File: config.mk
export PLATFORM = sky130hd
export DESIGN_NAME = vga_timing_gen_flat
export DESIGN_NICKNAME = d
export VERILOG_FILES = /design/src/rtl/vga_timing_pkg.sv /design/src/rtl/vga_timing_gen_if.sv /design/src/rtl/vga_axis_counter.sv /design/src/rtl/vga_timing_gen.sv /design/src/flat_wrapper.sv
export SDC_FILE = /design/constraint.sdc
export NUM_CORES = 1
export LEC_CHECK = 0
export ABC_AREA = 1
export CORE_MARGIN = 5
export CORE_UTILIZATION = 49
export CTS_BUF_LIST = sky130_fd_sc_hd__clkbuf_4 sky130_fd_sc_hd__clkbuf_8
export DETAILED_ROUTE_END_ITERATION = 8
export PLACE_DENSITY = 0.9
export SYNTH_ARGS = -nofsm -noshare
export SYNTH_HDL_FRONTEND = slang
export SYNTH_SLANG_ARGS = --single-unit
File: constraint.sdc
create_clock -name clk -period 1.8 [get_ports clk]
set_input_delay 0.27 -clock clk [delete_from_list [all_inputs] [get_ports clk]]
set_output_delay 0.27 -clock clk [all_outputs]
set_load 0.01 [all_outputs]
File: src/rtl/vga_timing_pkg.sv
// Shared VGA timing constants, axis timing record and total-length helper.
package vga_timing_pkg;

  typedef struct packed {
    int unsigned active;
    int unsigned front;
    int unsigned sync;
    int unsigned back;
    logic        pol;
  } axis_timing_t;

  localparam int unsigned CNT_W_DEFAULT   = 11;
  localparam int unsigned PIX_DIV_DEFAULT = 1;

  // 640x480@60, negative syncs
  localparam axis_timing_t VGA640_H = '{active: 640, front: 16, sync: 96, back: 48, pol: 1'b0};
  localparam axis_timing_t VGA640_V = '{active: 480, front: 10, sync: 2,  back: 33, pol: 1'b0};

  // 800x600@60, positive syncs
  localparam axis_timing_t SVGA800_H = '{active: 800, front: 40, sync: 128, back: 88, pol: 1'b1};
  localparam axis_timing_t SVGA800_V = '{active: 600, front: 1,  sync: 4,   back: 23, pol: 1'b1};

  function automatic int unsigned axis_total(input int unsigned active, input int unsigned front,
                                             input int unsigned sync, input int unsigned back);
    return active + front + sync + back;
  endfunction

endpackage

File: src/rtl/vga_timing_gen_if.sv
// Pixel-timing bundle between the generator (master) and a video consumer (slave).
interface vga_timing_gen_if #(
  parameter int unsigned CNT_W = vga_timing_pkg::CNT_W_DEFAULT
);
  logic             en;
  logic             pix_ce;
  logic [CNT_W-1:0] pixel_x;
  logic [CNT_W-1:0] pixel_y;
  logic             videoon;
  logic             h_synq;
  logic             v_synq;
  logic             line_start;
  logic             frame_start;

  modport master (
    input  en,
    output pix_ce, pixel_x, pixel_y, videoon, h_synq, v_synq, line_start, frame_start
  );

  modport slave (
    output en,
    input  pix_ce, pixel_x, pixel_y, videoon, h_synq, v_synq, line_start, frame_start
  );
endinterface

File: src/rtl/vga_axis_counter.sv
// One timing axis: position counter with wrap, next-state active decode and registered sync.
module vga_axis_counter
  import vga_timing_pkg::*;
#(
  parameter int unsigned ACTIVE = 640,
  parameter int unsigned FRONT  = 16,
  parameter int unsigned SYNC   = 96,
  parameter int unsigned BACK   = 48,
  parameter bit          POL    = 1'b0,
  parameter int unsigned CNT_W  = 11
) (
  input  logic             clk,
  input  logic             rst,
  input  logic             inc,
  output logic             wrap,
  output logic [CNT_W-1:0] count,
  output logic             active,
  output logic             sync
);

  localparam int unsigned      TOTAL    = axis_total(ACTIVE, FRONT, SYNC, BACK);
  localparam logic [CNT_W-1:0] LAST     = CNT_W'(TOTAL - 1);
  localparam logic [CNT_W:0]   ACT_END  = (CNT_W+1)'(ACTIVE);
  localparam logic [CNT_W:0]   SYNC_BEG = (CNT_W+1)'(ACTIVE + FRONT);
  localparam logic [CNT_W:0]   SYNC_END = (CNT_W+1)'(ACTIVE + FRONT + SYNC);

  logic [CNT_W-1:0] count_nxt;
  logic [CNT_W:0]   count_nxt_w;

  assign wrap = inc && (count == LAST);

  always_comb begin
    count_nxt = count;
    if (wrap) begin
      count_nxt = '0;
    end else if (inc) begin
      count_nxt = count + CNT_W'(1);
    end
  end

  // widened copy so a window ending exactly at 2**CNT_W still compares correctly
  assign count_nxt_w = {1'b0, count_nxt};
  assign active      = count_nxt_w < ACT_END;

  always_ff @(posedge clk) begin
    if (rst) begin
      count <= '0;
      sync  <= ~POL;
    end else begin
      count <= count_nxt;
      sync  <= (count_nxt_w >= SYNC_BEG && count_nxt_w < SYNC_END) ? POL : ~POL;
    end
  end

endmodule

File: src/rtl/vga_timing_gen.sv
// VGA raster timing: pixel-clock divider feeding chained horizontal/vertical axis counters.
module vga_timing_gen
  import vga_timing_pkg::*;
#(
  parameter int unsigned H_ACTIVE   = VGA640_H.active,
  parameter int unsigned H_FRONT    = VGA640_H.front,
  parameter int unsigned H_SYNC     = VGA640_H.sync,
  parameter int unsigned H_BACK     = VGA640_H.back,
  parameter int unsigned V_ACTIVE   = VGA640_V.active,
  parameter int unsigned V_FRONT    = VGA640_V.front,
  parameter int unsigned V_SYNC     = VGA640_V.sync,
  parameter int unsigned V_BACK     = VGA640_V.back,
  parameter bit          H_SYNC_POL = VGA640_H.pol,
  parameter bit          V_SYNC_POL = VGA640_V.pol,
  parameter int unsigned PIX_DIV    = PIX_DIV_DEFAULT,
  parameter int unsigned CNT_W      = CNT_W_DEFAULT
) (
  input logic              clk,
  input logic              rst,
  vga_timing_gen_if.master vga
);

  localparam int unsigned      H_TOTAL  = axis_total(H_ACTIVE, H_FRONT, H_SYNC, H_BACK);
  localparam int unsigned      V_TOTAL  = axis_total(V_ACTIVE, V_FRONT, V_SYNC, V_BACK);
  localparam int unsigned      DIV_W    = (PIX_DIV > 1) ? $clog2(PIX_DIV) : 1;
  localparam logic [DIV_W-1:0] DIV_LAST = DIV_W'(PIX_DIV - 1);

  if (H_TOTAL > (2 ** CNT_W)) begin : g_h_total_too_wide
    $error("vga_timing_gen: H_TOTAL does not fit in CNT_W bits");
  end
  if (V_TOTAL > (2 ** CNT_W)) begin : g_v_total_too_wide
    $error("vga_timing_gen: V_TOTAL does not fit in CNT_W bits");
  end
  if (PIX_DIV == 0 || PIX_DIV > 16) begin : g_pix_div_range
    $error("vga_timing_gen: PIX_DIV must be 1..16");
  end

  logic [DIV_W-1:0] div_q;
  logic             ce;
  logic             h_wrap;
  logic             v_wrap;
  logic             h_active;
  logic             v_active;
  logic             videoon_q;

  // pixel strobe: last divider phase while running, never during reset
  assign ce = vga.en && !rst && (div_q == DIV_LAST);

  always_ff @(posedge clk) begin
    if (rst) begin
      div_q <= '0;
    end else if (vga.en) begin
      div_q <= (div_q == DIV_LAST) ? '0 : div_q + DIV_W'(1);
    end
  end

  vga_axis_counter #(
    .ACTIVE (H_ACTIVE),
    .FRONT  (H_FRONT),
    .SYNC   (H_SYNC),
    .BACK   (H_BACK),
    .POL    (H_SYNC_POL),
    .CNT_W  (CNT_W)
  ) u_h_axis (
    .clk    (clk),
    .rst    (rst),
    .inc    (ce),
    .wrap   (h_wrap),
    .count  (vga.pixel_x),
    .active (h_active),
    .sync   (vga.h_synq)
  );

  vga_axis_counter #(
    .ACTIVE (V_ACTIVE),
    .FRONT  (V_FRONT),
    .SYNC   (V_SYNC),
    .BACK   (V_BACK),
    .POL    (V_SYNC_POL),
    .CNT_W  (CNT_W)
  ) u_v_axis (
    .clk    (clk),
    .rst    (rst),
    .inc    (h_wrap),
    .wrap   (v_wrap),
    .count  (vga.pixel_y),
    .active (v_active),
    .sync   (vga.v_synq)
  );

  // both axis decodes are next-state, so this flop lines up with pixel_x/pixel_y
  always_ff @(posedge clk) begin
    if (rst) begin
      videoon_q <= 1'b1;
    end else begin
      videoon_q <= h_active && v_active;
    end
  end

  assign vga.videoon     = videoon_q;
  assign vga.pix_ce      = ce;
  assign vga.line_start  = ce && (vga.pixel_x == '0);
  assign vga.frame_start = ce && (vga.pixel_x == '0) && (vga.pixel_y == '0);

  a_frame_wrap_on_line_wrap : assert property (@(posedge clk) disable iff (rst) v_wrap |-> h_wrap);

endmodule

File: src/flat_wrapper.sv
// flat-port wrapper written by rule: the top's interface ports become plain ports
module vga_timing_gen_flat import vga_timing_pkg::*;
#(
  parameter int unsigned H_ACTIVE   = VGA640_H.active,
  parameter int unsigned H_FRONT    = VGA640_H.front,
  parameter int unsigned H_SYNC     = VGA640_H.sync,
  parameter int unsigned H_BACK     = VGA640_H.back,
  parameter int unsigned V_ACTIVE   = VGA640_V.active,
  parameter int unsigned V_FRONT    = VGA640_V.front,
  parameter int unsigned V_SYNC     = VGA640_V.sync,
  parameter int unsigned V_BACK     = VGA640_V.back,
  parameter bit          H_SYNC_POL = VGA640_H.pol,
  parameter bit          V_SYNC_POL = VGA640_V.pol,
  parameter int unsigned PIX_DIV    = PIX_DIV_DEFAULT,
  parameter int unsigned CNT_W      = CNT_W_DEFAULT
)
  (clk, rst, vga_en, vga_pix_ce, vga_pixel_x, vga_pixel_y, vga_videoon, vga_h_synq, vga_v_synq, vga_line_start, vga_frame_start);
  vga_timing_gen_if #(.CNT_W(CNT_W)) vga_i ();
  input logic clk;
  input logic rst;
  input wire logic [$bits(vga_i.en)-1:0] vga_en;
  output wire logic [$bits(vga_i.pix_ce)-1:0] vga_pix_ce;
  output wire logic [$bits(vga_i.pixel_x)-1:0] vga_pixel_x;
  output wire logic [$bits(vga_i.pixel_y)-1:0] vga_pixel_y;
  output wire logic [$bits(vga_i.videoon)-1:0] vga_videoon;
  output wire logic [$bits(vga_i.h_synq)-1:0] vga_h_synq;
  output wire logic [$bits(vga_i.v_synq)-1:0] vga_v_synq;
  output wire logic [$bits(vga_i.line_start)-1:0] vga_line_start;
  output wire logic [$bits(vga_i.frame_start)-1:0] vga_frame_start;
  assign vga_i.en = vga_en;
  assign vga_pix_ce = vga_i.pix_ce;
  assign vga_pixel_x = vga_i.pixel_x;
  assign vga_pixel_y = vga_i.pixel_y;
  assign vga_videoon = vga_i.videoon;
  assign vga_h_synq = vga_i.h_synq;
  assign vga_v_synq = vga_i.v_synq;
  assign vga_line_start = vga_i.line_start;
  assign vga_frame_start = vga_i.frame_start;
  vga_timing_gen #(.H_ACTIVE(H_ACTIVE), .H_FRONT(H_FRONT), .H_SYNC(H_SYNC), .H_BACK(H_BACK), .V_ACTIVE(V_ACTIVE), .V_FRONT(V_FRONT), .V_SYNC(V_SYNC), .V_BACK(V_BACK), .H_SYNC_POL(H_SYNC_POL), .V_SYNC_POL(V_SYNC_POL), .PIX_DIV(PIX_DIV), .CNT_W(CNT_W)) u_core (.clk(clk), .rst(rst), .vga(vga_i));
endmodule
==> impl_summary.md <==
Routing
Wire segments on met3 add up to 475 µm in the final route. The length of the first detailed-routing pass in iterations is 4. The average vias per placed instance is 5.35. The met1 wire length is 2280 µm. Dividing the detail-routed wire length by the instance count gives 14.2 µm.

For this block, the routed nets add up to 5780 µm of wire. Across all layers, the routed design uses 2,181 vias. The highest metal layer carrying signal wires in the routed design is met4.

In this run the remaining antenna-violating nets after routing total 0. After detailed routing, the number of remaining DRC violations is 0. The met2 layer wire length in the routed design is 2900 µm.

The DRC violation total after the first TritonRoute iteration is 240.

Floorplanning
The starting density of the core is 0.502. The die area is 4650 µm². The total number of placement rows is 21.

The vertical die dimension is 68.2 µm. The number of top-level design ports is 31. The width of the die is 68.2 µm. The area inside the core boundary is 3310 µm².

Status
The final reports fail on setup timing. The run finished, with violations left.

Timing
Timing would allow up to 539 MHz. Clock skew on the completed layout was measured at 12.0 ps. The sum of negative setup slack is -64.0 ps. Setup repair after global routing could not meet its margin everywhere.

In the finished design, the share of the clock period the worst path needs comes to 1.03. Final hold analysis gives a worst-case slack of 620 ps. The smallest clock period supported by the final layout is computed as 1860 ps. The count of pins over their slew limit was 0. The number of endpoints failing setup at the final stage is 2. The final count of hold timing violations was 0. In the post-route analysis, the smallest setup slack over all paths is -56.5 ps.

The worst relative slew slack is 0.795. The slew at the pin closest to its max-slew limit is 307 ps.

Synthesis
After synthesis, the largest family of logic cells by area is simple AND/OR/NAND/NOR gates. The sequential-to-total area share from yosys stat is 0.301. The number of synthesis warnings is 0. The number of nets handed over by synthesis was 289. In this run the cell area of the synthesized design comes to 1660 µm². Of the total synthesized cell area, the portion taken by full adders, half adders and majority gates is 0.0301.

The number of instances in the synthesized netlist is 282. Of the total synthesized cell area, the portion taken by XOR and XNOR cells is 0.0211. The average instance in the mapped netlist occupies 5.89 µm². The dominant cell type by area after synthesis is sky130_fd_sc_hd__dfxtp_1. The top cell type's share of synthesized area is 0.301. Yosys attributes the largest share of cell area to sky130_fd_sc_hd__dfxtp_1 30%, sky130_fd_sc_hd__nand2_1 20%, sky130_fd_sc_hd__nor2_1 12%.

The compound-gate portion of the synthesized area is 0.0369. The post-synthesis cell type count is 26. The simple-gate share of the synthesized area is 0.496. Of the post-synthesis cell area, the part taken by muxes is 0. The flip-flop and latch count after synthesis is 25.

Pwr
For this design the ratio of total power to cell area is 361 nW/µm². The leakage power total is 1.26 nW. The power after layout is 922 µW.

The peak supply drop is 0.380 mV.

Clocking
The clock root buffer is sky130_fd_sc_hd__clkbuf_4. For the worst-skew pair, the clock arrives at the later sink with an insertion delay of 330 ps. The buffer levels on the longest clock path is 2. The post-CTS clock slew at the launch and capture registers of the worst setup and hold paths is 160 ps. The clock net in this run drives a total of 25 sinks. TritonCTS built the clock tree. The number of hold buffers added after cts is 0. Clock tree synthesis inserted a total of 3 buffers. The maximum level of the CTS H-tree is 1.

GRT
Entering global routing, the biggest net connects 15 pins. The remaining global-route overflow is 0. The number of antenna violations at the first check in global routing is 0.

The wire length of the first global-routing pass is 8390 µm. The number of global-route vias before repair is 2,015. The total routing usage reported by global routing is 0.236.

Setup path
The most critical setup path has its endpoint at vga_frame_start. The required arrival time at the worst endpoint is 1530 ps. The end of the worst register-to-register path is u_core.vga.videoon. At the worst endpoint, the arrival time is 1590 ps. The count of cells along the worst register-to-register path is 13.

The worst setup path is captured at a primary output. The nature of the critical path startpoint is a register. Of all nets on the critical path, the largest fanout is 2. The category of the critical setup timing path is register to primary output.

The setup check on the worst reg-to-reg path leaves a slack of -10 ps. The critical path launch point is u_core.u_v_axis.count[0]. The startpoint identified for the worst register-to-register timing path is u_core.u_h_axis.count[0].

Place
At the end of routability-driven placement, the weighted congestion stood at 0.931. The worst setup timing slack at the placement stage is -345 ps. The total of buffers placed on input and output ports is 30. The half-perimeter wire length after detailed placement is 3940 µm.

Cells and area
The final core area utilization is 0.770. The number of nets in the layout is 370. The number of antenna diodes in the final layout is 0.

Compared with the post-synthesis result, the final layout area differs by 53.6%. The ratio of cells with drive above 1 in the final layout is 0.279.

Run
The number of maximum-capacitance constraint violations is 0.

Worst hold path
The worst hold path class is register to register.
[worst min path at each step]
stage / start / endpoint / depth (start not counted)
after global routing: u_core.u_h_axis.count[3] / u_core.u_h_axis.count[3] / 2
after floorplan: vga_en / u_core.u_h_axis.count[1] / 2
final: u_core.u_h_axis.count[3] / u_core.u_h_axis.count[3] / 2
after CTS: u_core.u_h_axis.count[2] / u_core.u_h_axis.count[2] / 3
after detailed placement: u_core.u_h_axis.count[2] / u_core.u_h_axis.count[2] / 3
after global placement: u_core.u_h_axis.count[2] / u_core.u_h_axis.count[2] / 3
[cells in the mapped netlist]
| cell | number |
|---|---|
| sky130_fd_sc_hd__nand2_1 | 89 |
| sky130_fd_sc_hd__nor2_1 | 53 |
| sky130_fd_sc_hd__inv_1 | 42 |
| sky130_fd_sc_hd__dfxtp_1 | 25 |
| sky130_fd_sc_hd__nand3_1 | 25 |
| sky130_fd_sc_hd__nand4_1 | 6 |
| sky130_fd_sc_hd__nor3_1 | 6 |
| sky130_fd_sc_hd__ha_1 | 4 |
| sky130_fd_sc_hd__xor2_1 | 4 |
| sky130_fd_sc_hd__a21oi_1 | 3 |
| sky130_fd_sc_hd__nand2_2 | 3 |
| sky130_fd_sc_hd__nor2_4 | 3 |
| sky130_fd_sc_hd__o21ai_0 | 3 |
| sky130_fd_sc_hd__buf_2 | 2 |
| sky130_fd_sc_hd__inv_2 | 2 |
| sky130_fd_sc_hd__o21ai_1 | 2 |
| sky130_fd_sc_hd__a211oi_1 | 1 |
| sky130_fd_sc_hd__a31oi_1 | 1 |
| sky130_fd_sc_hd__buf_6 | 1 |
| sky130_fd_sc_hd__clkbuf_1 | 1 |
| sky130_fd_sc_hd__nand2_4 | 1 |
| sky130_fd_sc_hd__nand3_2 | 1 |
| sky130_fd_sc_hd__nand3b_2 | 1 |
| sky130_fd_sc_hd__nor2_2 | 1 |
| sky130_fd_sc_hd__nor4_1 | 1 |
| sky130_fd_sc_hd__o21bai_1 | 1 |
[what timing repair did]
action | 4_1_cts | 5_1_grt
pin swaps | 10 | 16
cloned | 0 | 0
setup buffers | 3 | 5
gates resized for setup | 27 | 25
endpoints found under the setup margin | 6 | 11
[layout by cell type, fill, tap and decap left out, types with 6 or more instances in the layout]
master and instances:
sky130_fd_sc_hd__inv_1 37, sky130_fd_sc_hd__buf_4 47, sky130_fd_sc_hd__dfxtp_1 18, sky130_fd_sc_hd__nand3_1 23, sky130_fd_sc_hd__nand4_1 6, sky130_fd_sc_hd__nor2_4 7
sky130_fd_sc_hd__nand2_2 8, sky130_fd_sc_hd__clkdlybuf4s50_1 27, sky130_fd_sc_hd__inv_2 7, sky130_fd_sc_hd__nor2_1 47, sky130_fd_sc_hd__nand2_1 83, sky130_fd_sc_hd__dfxtp_2 6
[layer usage]
metal / track usage / vias to the layer above
met1: 0.280 / 998
met2: 0.424 / 128
met3: 0.0361 / 21
met5: 0 / -
li1: - / 1034
met4: 0.0868 / 0
[cell families (layout without fill, tap and decap cells)]
group                      Yosys count  after routing
AOI/OAI and AO/OA                   11             11
xor gates and xnor gates             4              4
adders and majority gates            4              4
buffers and inverters               48            128
DFF                                 25             25
and+or+nand+nor                    190            190
[sequential cells by signal (all words and copies together), names as in the netlist]
register / count
u_core.u_h_axis.count: 11
u_core.u_h_axis.sync: 1
u_core.u_v_axis.count: 11
u_core.u_v_axis.sync: 1
u_core.vga.videoon: 1
[power breakdown]
group	switching, mW	total (mW)	internal [mW]
logic	0.0461	0.0884	0.0423
registers	0.00561	0.563	0.558
clock network	0.187	0.270	0.0834
[stage by stage]
| stage | instance area [µm²] | cells |
|---|---|---|
| after global routing | 2550 | 408 |
| after detailed placement | 2320 | 396 |
| after CTS | 2420 | 403 |
| after floorplan | 1660 | 282 |
| after global placement | 2320 | 396 |
| final | 2550 | 408 |
[area by class of cell]
type	instances	area, µm²
clock buffers	3	22.5
clock inverters	1	5.00
fillers	227	761
inverters	44	165
multi-input cells	209	1090
flip-flops and latches	25	512
well taps	46	57.6
repair buffers	80	693
[critical path, cell delays in order (launching register included)]
cell and delay (ps):
sky130_fd_sc_hd__dfxtp_2 360, sky130_fd_sc_hd__inv_2 70, sky130_fd_sc_hd__ha_4 150, sky130_fd_sc_hd__nand3_2 60, sky130_fd_sc_hd__nor4_2 140, sky130_fd_sc_hd__nand4_1 160, sky130_fd_sc_hd__nor3_1 160, sky130_fd_sc_hd__buf_2 160
No activity file was read; power rests on OpenSTA's default activity.
